==> src/rtl/mips_pkg.sv <==
`default_nettype none
// ============================================================================
// Module   : mips_pkg
// Purpose  : Shared definitions for the MIPS register file slice. It holds the
//            width defaults, the hardwired-zero register index and a helper
//            that extracts one port's field from a packed multi-port bus.
// Ports    : none (package)
// Config   : REGFILE_BYPASS_EN (consumed by mips_regfile_sb)
// Revision : 1.0  initial release
// ============================================================================
package mips_pkg;

  localparam int DATA_W_DEF  = 32;
  localparam int ADDR_W_DEF  = 5;
  localparam int REG_ZERO    = 0;

  // Widest single field and widest packed bus the slice helper handles
  // (up to 4 ports of up to 64 bits each).
  localparam int SLICE_MAX_W = 64;
  localparam int VEC_MAX_W   = 4 * SLICE_MAX_W;

  // Returns field idx of width 'width' from a packed bus. The caller
  // zero-extends the bus to VEC_MAX_W and truncates the result to the real
  // field width with a size cast.
  function automatic logic [SLICE_MAX_W-1:0] port_slice(
    input logic [VEC_MAX_W-1:0] vec,
    input int                   idx,
    input int                   width
  );
    logic [VEC_MAX_W-1:0] shifted;
    shifted = vec >> (idx * width);
    return shifted[SLICE_MAX_W-1:0];
  endfunction

endpackage
`default_nettype wire

==> src/rtl/mips_sb_busy.sv <==
`default_nettype none
// ============================================================================
// Module   : mips_sb_busy
// Purpose  : Scoreboard of in-flight destination registers. One busy bit per
//            register: an issue sets it, a writeback clears it, and a set
//            beats a clear on the same index. Also keeps a registered
//            population count of the busy vector.
// Ports    : clk, rst (async, active-low)
//            iss_valid/iss_addr : destination issued from ID
//            wen/waddr          : writeback clearing a producer
//            busy               : current busy vector
//            pend_cnt           : number of busy registers
// Revision : 1.0  initial release
// ============================================================================
module mips_sb_busy
  import mips_pkg::*;
#(
  parameter int ADDR_W   = ADDR_W_DEF,
  parameter int ZERO_REG = 1
) (
  input  logic                    clk,
  input  logic                    rst,
  input  logic                    iss_valid,
  input  logic [ADDR_W-1:0]       iss_addr,
  input  logic                    wen,
  input  logic [ADDR_W-1:0]       waddr,
  output logic [(1<<ADDR_W)-1:0]  busy,
  output logic [ADDR_W:0]         pend_cnt
);

  localparam int c_depth = 1 << ADDR_W;

  logic [c_depth-1:0] r_busy;
  logic [ADDR_W:0]    r_pend;
  logic [c_depth-1:0] w_busy_nxt;
  logic [ADDR_W:0]    w_cnt_nxt;
  logic               w_iss_ok;

  assign w_iss_ok = iss_valid &&
                    !((ZERO_REG != 0) && (iss_addr == ADDR_W'(REG_ZERO)));

  always_comb begin
    w_busy_nxt = r_busy;
    // Clear first so that a same-index issue overrides it: the newer
    // producer is still in flight.
    if (wen)
      w_busy_nxt[waddr] = 1'b0;
    if (w_iss_ok)
      w_busy_nxt[iss_addr] = 1'b1;

    // Count the post-edge vector so pend_cnt changes on the same edge as busy.
    w_cnt_nxt = '0;
    for (int j = 0; j < c_depth; j++)
      w_cnt_nxt = w_cnt_nxt + {{ADDR_W{1'b0}}, w_busy_nxt[j]};
  end

  always_ff @(posedge clk or negedge rst) begin
    if (!rst) begin
      r_busy <= '0;
      r_pend <= '0;
    end else begin
      r_busy <= w_busy_nxt;
      r_pend <= w_cnt_nxt;
    end
  end

  assign busy     = r_busy;
  assign pend_cnt = r_pend;

endmodule
`default_nettype wire

==> src/rtl/mips_regfile_sb.sv <==
`default_nettype none
// ============================================================================
// Module   : mips_regfile_sb
// Purpose  : Multi-read-port register file with optional hardwired zero
//            register, optional write-through bypass and an integrated
//            scoreboard producing a per-port busy flag and an ID-stage stall.
// Ports    : clk, rst (async, active-low)
//            rd_en/rd_addr/rd_data/rd_busy : NUM_RD packed read ports
//            stall                         : OR of rd_en & rd_busy
//            wen/waddr/wdata               : writeback port
//            iss_valid/iss_addr            : destination issue from ID
//            pend_cnt                      : number of busy registers
// Config   : REGFILE_BYPASS_EN - when defined, a same-cycle writeback is
//            forwarded to matching read ports and masks their busy flag.
// Revision : 1.0  initial release
// ============================================================================
module mips_regfile_sb
  import mips_pkg::*;
#(
  parameter int DATA_W   = DATA_W_DEF,
  parameter int ADDR_W   = ADDR_W_DEF,
  parameter int NUM_RD   = 2,
  parameter int ZERO_REG = 1
) (
  input  logic                     clk,
  input  logic                     rst,
  input  logic [NUM_RD-1:0]        rd_en,
  input  logic [NUM_RD*ADDR_W-1:0] rd_addr,
  output logic [NUM_RD*DATA_W-1:0] rd_data,
  output logic [NUM_RD-1:0]        rd_busy,
  output logic                     stall,
  input  logic                     wen,
  input  logic [ADDR_W-1:0]        waddr,
  input  logic [DATA_W-1:0]        wdata,
  input  logic                     iss_valid,
  input  logic [ADDR_W-1:0]        iss_addr,
  output logic [ADDR_W:0]          pend_cnt
);

  localparam int c_depth = 1 << ADDR_W;

  logic [DATA_W-1:0]  r_regs [c_depth];
  logic [c_depth-1:0] w_busy;
  logic               w_wen;
  logic               w_wr_ok;

  // Nothing is written or forwarded while reset is held.
  assign w_wen   = wen && rst;
  assign w_wr_ok = w_wen &&
                   !((ZERO_REG != 0) && (waddr == ADDR_W'(REG_ZERO)));

  always_ff @(posedge clk or negedge rst) begin
    if (!rst) begin
      for (int k = 0; k < c_depth; k++)
        r_regs[k] <= '0;
    end else if (w_wr_ok) begin
      r_regs[waddr] <= wdata;
    end
  end

  mips_sb_busy #(
    .ADDR_W   (ADDR_W),
    .ZERO_REG (ZERO_REG)
  ) u_sb_busy (
    .clk       (clk),
    .rst       (rst),
    .iss_valid (iss_valid),
    .iss_addr  (iss_addr),
    .wen       (w_wen),
    .waddr     (waddr),
    .busy      (w_busy),
    .pend_cnt  (pend_cnt)
  );

  for (genvar i = 0; i < NUM_RD; i++) begin : g_rd
    logic [ADDR_W-1:0] w_addr;
    logic              w_zero;
    logic              w_hit;

    assign w_addr = ADDR_W'(port_slice(VEC_MAX_W'(rd_addr), i, ADDR_W));
    assign w_zero = (ZERO_REG != 0) && (w_addr == ADDR_W'(REG_ZERO));

`ifdef REGFILE_BYPASS_EN
    assign w_hit = w_wen && (waddr == w_addr);
`else
    assign w_hit = 1'b0;
`endif

    // Zero register has priority over the bypass, so a discarded write to
    // index 0 is never forwarded.
    assign rd_data[i*DATA_W +: DATA_W] = w_zero ? '0 :
                                         w_hit  ? wdata : r_regs[w_addr];
    // A writeback landing this cycle resolves the hazard via the bypass.
    assign rd_busy[i] = w_busy[w_addr] & ~w_hit;
  end

  assign stall = |(rd_en & rd_busy);

endmodule
`default_nettype wire

==> config.mk <==
export PLATFORM = sky130hd
export DESIGN_NAME = mips_regfile_sb
export DESIGN_NICKNAME = d
export VERILOG_FILES = /design/src/rtl/mips_pkg.sv /design/src/rtl/mips_sb_busy.sv /design/src/rtl/mips_regfile_sb.sv
export SDC_FILE = /design/constraint.sdc
export NUM_CORES = 2
export LEC_CHECK = 0
export CORE_UTILIZATION = 50
export DETAILED_ROUTE_END_ITERATION = 10
export PLACE_DENSITY_LB_ADDON = 0.3
export SYNTH_ARGS = -nofsm -noshare
export SYNTH_HDL_FRONTEND = slang
export SYNTH_SLANG_ARGS = --single-unit
==> constraint.sdc <==
create_clock -name clk -period 5.4 [get_ports clk]
set_clock_uncertainty 0.2 [all_clocks]
set_input_delay 0.81 -clock clk [delete_from_list [all_inputs] [get_ports clk]]
set_output_delay 0.81 -clock clk [all_outputs]
set_load 0.005 [all_outputs]
* After elaboration in Yosys (flattened, before gate mapping)
Cells that the tools add are included.
** Word-level totals
- Register bits after elaboration :: 1062
- Output and inout port bits :: 73
- Bits of input ports :: 58
- Logic and storage cells :: 116
** Operators by class
- $add $sub $neg :: 31
- Magnitude comparators :: 10
- Reduce and logical (&&, ||, !) cells :: 13
- Bitwise operators :: 7
- Multiplexer cells :: 21
** Operator list (number)
- 1024-bit bitwise mux :: 1
- 32-bit binary-select mux with 5-bit select :: 2
- 32-bit two-way mux :: 9
- 6-bit by 1-bit adder with 6-bit output :: 30
- 32-bit demux with 5-bit select :: 1
- 32-bit bitwise AND :: 1
- 32-bit NOT :: 1
- 32-bit OR :: 1
- 5-bit by 6-bit less-than comparator with 1-bit output (second input constant) :: 4
- 5-bit zero test :: 4
- 6-bit greater-or-equal comparator (second input constant) :: 3
- 5-bit NOT with 6-bit output :: 3
- 1-bit binary-select mux with 5-bit select :: 2
- 1-bit demux with 5-bit select :: 2
- 5-bit by 1-bit greater-or-equal comparator with 1-bit output (second input constant) :: 2
- 1-bit logical AND :: 6
- 6-bit by 1-bit less-than comparator with 1-bit output (second input constant) :: 1
- 1-bit two-way mux :: 4
- 1-bit by 1-bit adder with 2-bit output :: 1
- 2-bit bitwise AND :: 1
- 1-bit zero test :: 2
- 2-bit OR reduction :: 1

* Longest topological paths before layout
- Depth in word-level cells :: 40
- Mapped depth :: 23
- Gate-level depth less buffers :: 21

* By module
A second synthesis with hierarchy kept.
** Second synthesis, totals
- Cell total of the unflattened synthesis :: 3672
- Area, all modules :: 57357.5 um^2
** By module, submodules not included
- mips_regfile_sb :: area an instance 54928.9 um^2, cells an instance 3447, instances 1, sequential area each 25624.6 um^2
- mips_sb_busy :: area an instance 2428.6 um^2, cells an instance 225, instances 1, sequential area each 950.9 um^2

* Worst setup path before layout
No wires, ideal clock.
- Path kind :: in2reg
- From :: input port waddr[0]
- To :: register u_sb_busy.r_pend[4], in the netlist u_sb_busy.pend_cnt[4]
- Path buffers :: 2
- Setup slack :: -1.293 ns
- Cell stages on the path :: 22
- Data required time :: 5.120 ns
- Arrival time :: 6.413 ns
- Library setup time :: 0.080 ns
- Cells stage by stage :: clkbuf_1 -> nand3_1 -> nor2_1 -> nand2_1 -> clkbuf_1 -> a22o_1 -> ha_1 -> fa_1 -> inv_1 -> fa_1 -> inv_1 -> fa_1 -> fa_1 -> fa_1 -> fa_1 -> fa_1 -> inv_1 -> fa_1 -> inv_1 -> a21o_1 -> a21oi_1 -> xnor2_1
** Between the ends
- Word-level cells in the longest chain between the ends :: 40
- Elaborated cells on any way between the ends :: 41
** RTL lines
- start, declared :: line mips_regfile_sb.sv:33 : input logic [ADDR_W-1:0] waddr,
- 5-bit by 6-bit less-than comparator with 1-bit output (implied by the code) or 5-bit by 1-bit greater-or-equal comparator with 1-bit output (tied branches) :: line mips_sb_busy.sv:47 : w_busy_nxt[waddr] = 1'b0;
- 1-bit logical AND (implied by the code) :: line mips_sb_busy.sv:47
- 1-bit two-way mux (implied by the code) :: line mips_sb_busy.sv:47
- 1-bit demux with 5-bit select *
- 32-bit NOT (no line) *
- 32-bit bitwise AND (no line) *
- 32-bit two-way mux * :: line mips_sb_busy.sv:46 : if (wen)
- 32-bit OR (no line)
- 32-bit two-way mux * :: line mips_sb_busy.sv:48 : if (w_iss_ok)
- net u_sb_busy.w_busy_nxt[1] :: line mips_sb_busy.sv:35 : logic [c_depth-1:0] w_busy_nxt;
- 1-bit by 1-bit adder with 2-bit output * :: line mips_sb_busy.sv:54 : w_cnt_nxt = w_cnt_nxt + {{ADDR_W{1'b0}}, w_busy_nxt[j]};
- 6-bit by 1-bit adder with 6-bit output * (30 in a row) :: line mips_sb_busy.sv:54
- net u_sb_busy.w_cnt_nxt[4] :: line mips_sb_busy.sv:36 : logic [ADDR_W:0] w_cnt_nxt;
- end signal, assigned :: line mips_sb_busy.sv:63 : r_pend <= w_cnt_nxt;
- end, declared :: line mips_sb_busy.sv:34 : logic [ADDR_W:0] r_pend;
Mark *: on every way through the listed nets, which the timed path passes. The rest lies on a longest branch.
A chain may end at the register's enable or synchronous reset.

* Worst setup path after layout
- From :: input port waddr[1]
- To :: register u_sb_busy.r_pend[4], in the netlist u_sb_busy.pend_cnt[4]
** Between the ends
- Elaborated cells on any way between the ends :: 41
** RTL lines (line)
- 5-bit by 6-bit less-than comparator with 1-bit output (implied by the code) or 5-bit by 1-bit greater-or-equal comparator with 1-bit output (tied branches) :: mips_sb_busy.sv:47
- 1-bit logical AND (implied by the code) :: mips_sb_busy.sv:47
- 1-bit two-way mux (implied by the code) :: mips_sb_busy.sv:47
- 1-bit demux with 5-bit select *
- 32-bit NOT (no line) *
- 32-bit bitwise AND (no line) *
- 32-bit two-way mux * :: mips_sb_busy.sv:46
- 32-bit OR (no line)
- 32-bit two-way mux * :: mips_sb_busy.sv:48
- net u_sb_busy.w_busy_nxt[20] :: mips_sb_busy.sv:35
- 6-bit by 1-bit adder with 6-bit output * (12 in a row) :: mips_sb_busy.sv:54
- net u_sb_busy.w_cnt_nxt[4] :: mips_sb_busy.sv:36
Marked as above.

==> summary.txt <==
CTS
  – CTS root buf: clkbuf_16
  – CTS tree: yes
  – Hold buffers post-CTS: 0
  – Clock Latency Late Sink: around 700 ps
  – TritonCTS buffer count: 114
  – Clock Sinks: 1062
  – H-tree levels: 3
  – Reg clk slew, reported paths: 60 ps
  – Clock tree buffer depth: 3

Flow run
  – Max_cap viols: 0

Synthesis
  – Async SR Flop Fraction: 1.000
  – Post-Synthesis Cells: roughly 3.7k
  – Post-synth EDFFs: 0
  – Top post-synthesis cells by area: dfrtp_1, mux4_2, mux2_2
  – Top cells by count, synth: dfrtp_1, mux2_2, mux4_2
  – Sequential area share after synthesis: 0.4684
  – Flops & latches, synth: roughly 1.1k
  – Cell Area, Synth: 0.05673 mm²
  – Post-synth top flop: dfrtp_1
  – Syn avg cell area: approximately 15 µm²
  – Share of the synthesized area in the top cell type: 0.4684
  – Synth area leader: dfrtp_1
  – Most common cell in the netlist: dfrtp_1
  – Syn nets: around 3.8k
  – Count of cell types in the netlist: 40
  – Synth warn: 0

Outcome
  – Failing checks: negative setup slack
  – Status: complete, but fails checks

Finish
  – Post-route insts no fill: ~5.3k
  – Fin area: between 0.06 and 0.07 mm²
  – Area grow syn2layout: 13.80%
  – Ratio of cells with drive above 1 in the final layout: 0.5411
  – Nets: 3815

Timing
  – FMAX: between 0.15 and 0.2 GHz
  – Slew of the pin with the lowest slew margin: 1228 ps
  – RSZ-0062 raised after global routing: true
  – Final setup viols: 5
  – Fin crit period: between 5000 and 6000 ps
  – Setup WS post-layout: -301.5 ps
  – Final period utilization: 1.056
  – Final Hold Fails: 0
  – Relative slew slack: 0.1785
  – Aggregate negative setup slack: -953.5 ps
  – Fin. max-slew vios: 0

Floorplanning
  – DIE WIDTH: between 300 and 400 µm
  – Die Y: 338.8 µm
  – IO Pins: ~130
  – Core Region: around 0.11 mm²
  – Die area: 0.1148 mm²
  – Initial core utilization: 0.5043
  – Standard-cell rows: 123

Setup path
  – Crit path required time: a little under 6000 ps
  – Worst EP arrival: between 6000 and 7000 ps
  – Crit Path Class: primary input to register
  – R2R Path End: u_sb_busy.pend_cnt[4]
  – CP Launch Type: primary input
  – Worst Path Buf+Inv: 8
  – Critical path's largest stage delay: 530 ps
  – Crit path max fanout: 5
  – CP Cell Sequence: clkbuf_2 -> buf_6 -> nor3_4 -> buf_12 -> buf_4 -> nand2_1 -> a22o_1 -> inv_2 -> fa_1 -> fa_1 -> inv_1 -> fa_1 -> fa_1 -> fa_1 -> fa_1 -> fa_2 -> inv_2 -> fa_2 -> inv_2 -> a21o_1 -> a21oi_2 -> xnor2_1
  – Levels on crit path: 22
  – Crit path max-delay family: adder cells
  – CP max stage cell: fa_1
  – Worst r2r src: u_sb_busy.busy[1]
  – R2R Setup Slk: -40 ps
  – R2R cell count: 17
  – CP endpoint kind: register
  – Cell mode on critical path: fa_1

Routing
  – Wire length per cell: roughly 30 µm
  – Vias per cell: around 6.5
  – First-pass DRT Iterations: 5
  – Total number of vias: roughly 35k
  – Post-DRT Antenna Nets: 0
  – Total Wirelength: ~160000 µm
  – Drt drc: 0
  – Initial DRC Count: roughly 3.3k

GRT
  – First-pass GRT wire length: around 240000 µm
  – Initial antenna violation count: 4
  – Largest net degree at the start of global routing: around 180
  – Vias in the first global route: around 36k
  – All-layer global routing usage: 0.2829
  – Total grt overflow: 0

Power and ir drop
  – Power Total: 0.02564 W
  – Power density cells: just under 400 mW/mm²
  – Peak VDD IR: approximately 1 mV
  – Pleak: 28.79 nW

Min path
  – Hold Crit Class: primary input to async pin

Place
  – Port bufs: 130
  – # placed instances: 5103
  – Post-Place Cell Area: a little over 0.06 mm²
  – Post-DP HPWL: 91060 µm
  – Routability cong.: ~0.88
  – Pre-CTS setup slack: -1513 ps
## cell type report
| cell class | instances | area, µm² |
|---|---|---|
| diodes | 1 | 2.502 |
| clock buffers | 175 | 3435 |
| clock inverters | 36 | 570.5 |
| fillers | 8597 | 47940 |
| inverters | 85 | 319.1 |
| multi-input cells | 2156 | 28600 |
| flip-flops and latches | 1062 | 26580 |
| well taps | 1500 | 1877 |
| repair buffers | 306 | 3182 |
## routing by layer
layer / wire length [µm] / vias to the layer above / GRT usage
met5: 34 / - / 0
met4: 5303 / 6 / 0.09493
met3: 10380 / 296 / 0.04296
met2: 78500 / 1180 / 0.4559
met1: 65900 / 19090 / 0.3958
li1: - / 14150 / -
## placed cells by master, fill, tap and decap left out, types with 4 or more instances in the layout
cell / instances
bufinv_16: 13
clkbuf_8: 31
buf_8: 5
inv_2: 6
inv_1: 79
clkinv_2: 14
mux2i_1: 14
clkbuf_1: 28
nor3_1: 20
buf_6: 7
buf_4: 133
nand2_1: 250
mux4_2: 608
fa_1: 22
clkbuf_16: 116
a22oi_1: 6
a22o_1: 25
clkdlybuf4s50_1: 108
nand2_2: 7
nor2b_4: 4
dfrtp_1: 1062
nor2_4: 13
mux2_2: 1011
dlymetal6s2s_1: 6
buf_12: 41
nand2_4: 9
nor2b_1: 7
o22ai_1: 42
clkinvlp_4: 4
buf_2: 4
ha_1: 8
a22oi_2: 4
nor2_1: 5
o21ai_0: 41
## worst reg2reg max path, delay by kind of cell (launching register included)
family,cells,cell delay (ps)
compound gates,3,530
xor+xnor,1,130
fa+ha+maj,9,3900
buf+inv,4,190
flops,1,390
## sequential cells by signal (all words and copies together), names as in the netlist
name,flops
r_regs,1024
u_sb_busy.busy,32
u_sb_busy.pend_cnt,6
## stage by stage
stage | utilization | hold slack (ps)
6_report | 0.5739 | 114.2
5_1_grt | 0.5739 | 195.9
4_1_cts | 0.5731 | 148.8
3_5_place_dp | 0.5370 | 182.0
3_3_place_gp | 0.5370 | 176.5
2_1_floorplan | - | 241.3
## worst max path at each step
stage                     startpoint                    end
after global placement      waddr[4]  u_sb_busy.pend_cnt[4]
after floorplan             waddr[0]  u_sb_busy.pend_cnt[4]
after global routing        waddr[4]  u_sb_busy.pend_cnt[4]
after CTS                   waddr[2]  u_sb_busy.pend_cnt[4]
after detailed placement    waddr[0]  u_sb_busy.pend_cnt[4]
final                       waddr[1]  u_sb_busy.pend_cnt[4]
## kinds of logic after synthesis
logic type,count (synthesis),synth area share
mux,1633,0.4445
flops,1062,0.4684
buf+inv,492,0.03449
simple gates,353,0.02616
compound gates,135,0.01570
fa+ha+maj,32,0.01023
xor+xnor,3,0.0004632
## power by group
part / internal (W) / total [W] / switching (W)
combinational: 0.00432 / 0.00748 / 0.00316
clock: 0.00498 / 0.00829 / 0.00331
sequential: 0.00909 / 0.00987 / 0.000778
## what timing repair did
action | CTS | global route
pin swaps | 20 | 27
resized for setup | 28 | 36
setup buffers | 4 | 4
endpoints found under the setup margin | 6 | 73
Note: power is estimated with default switching activity, not from simulation.
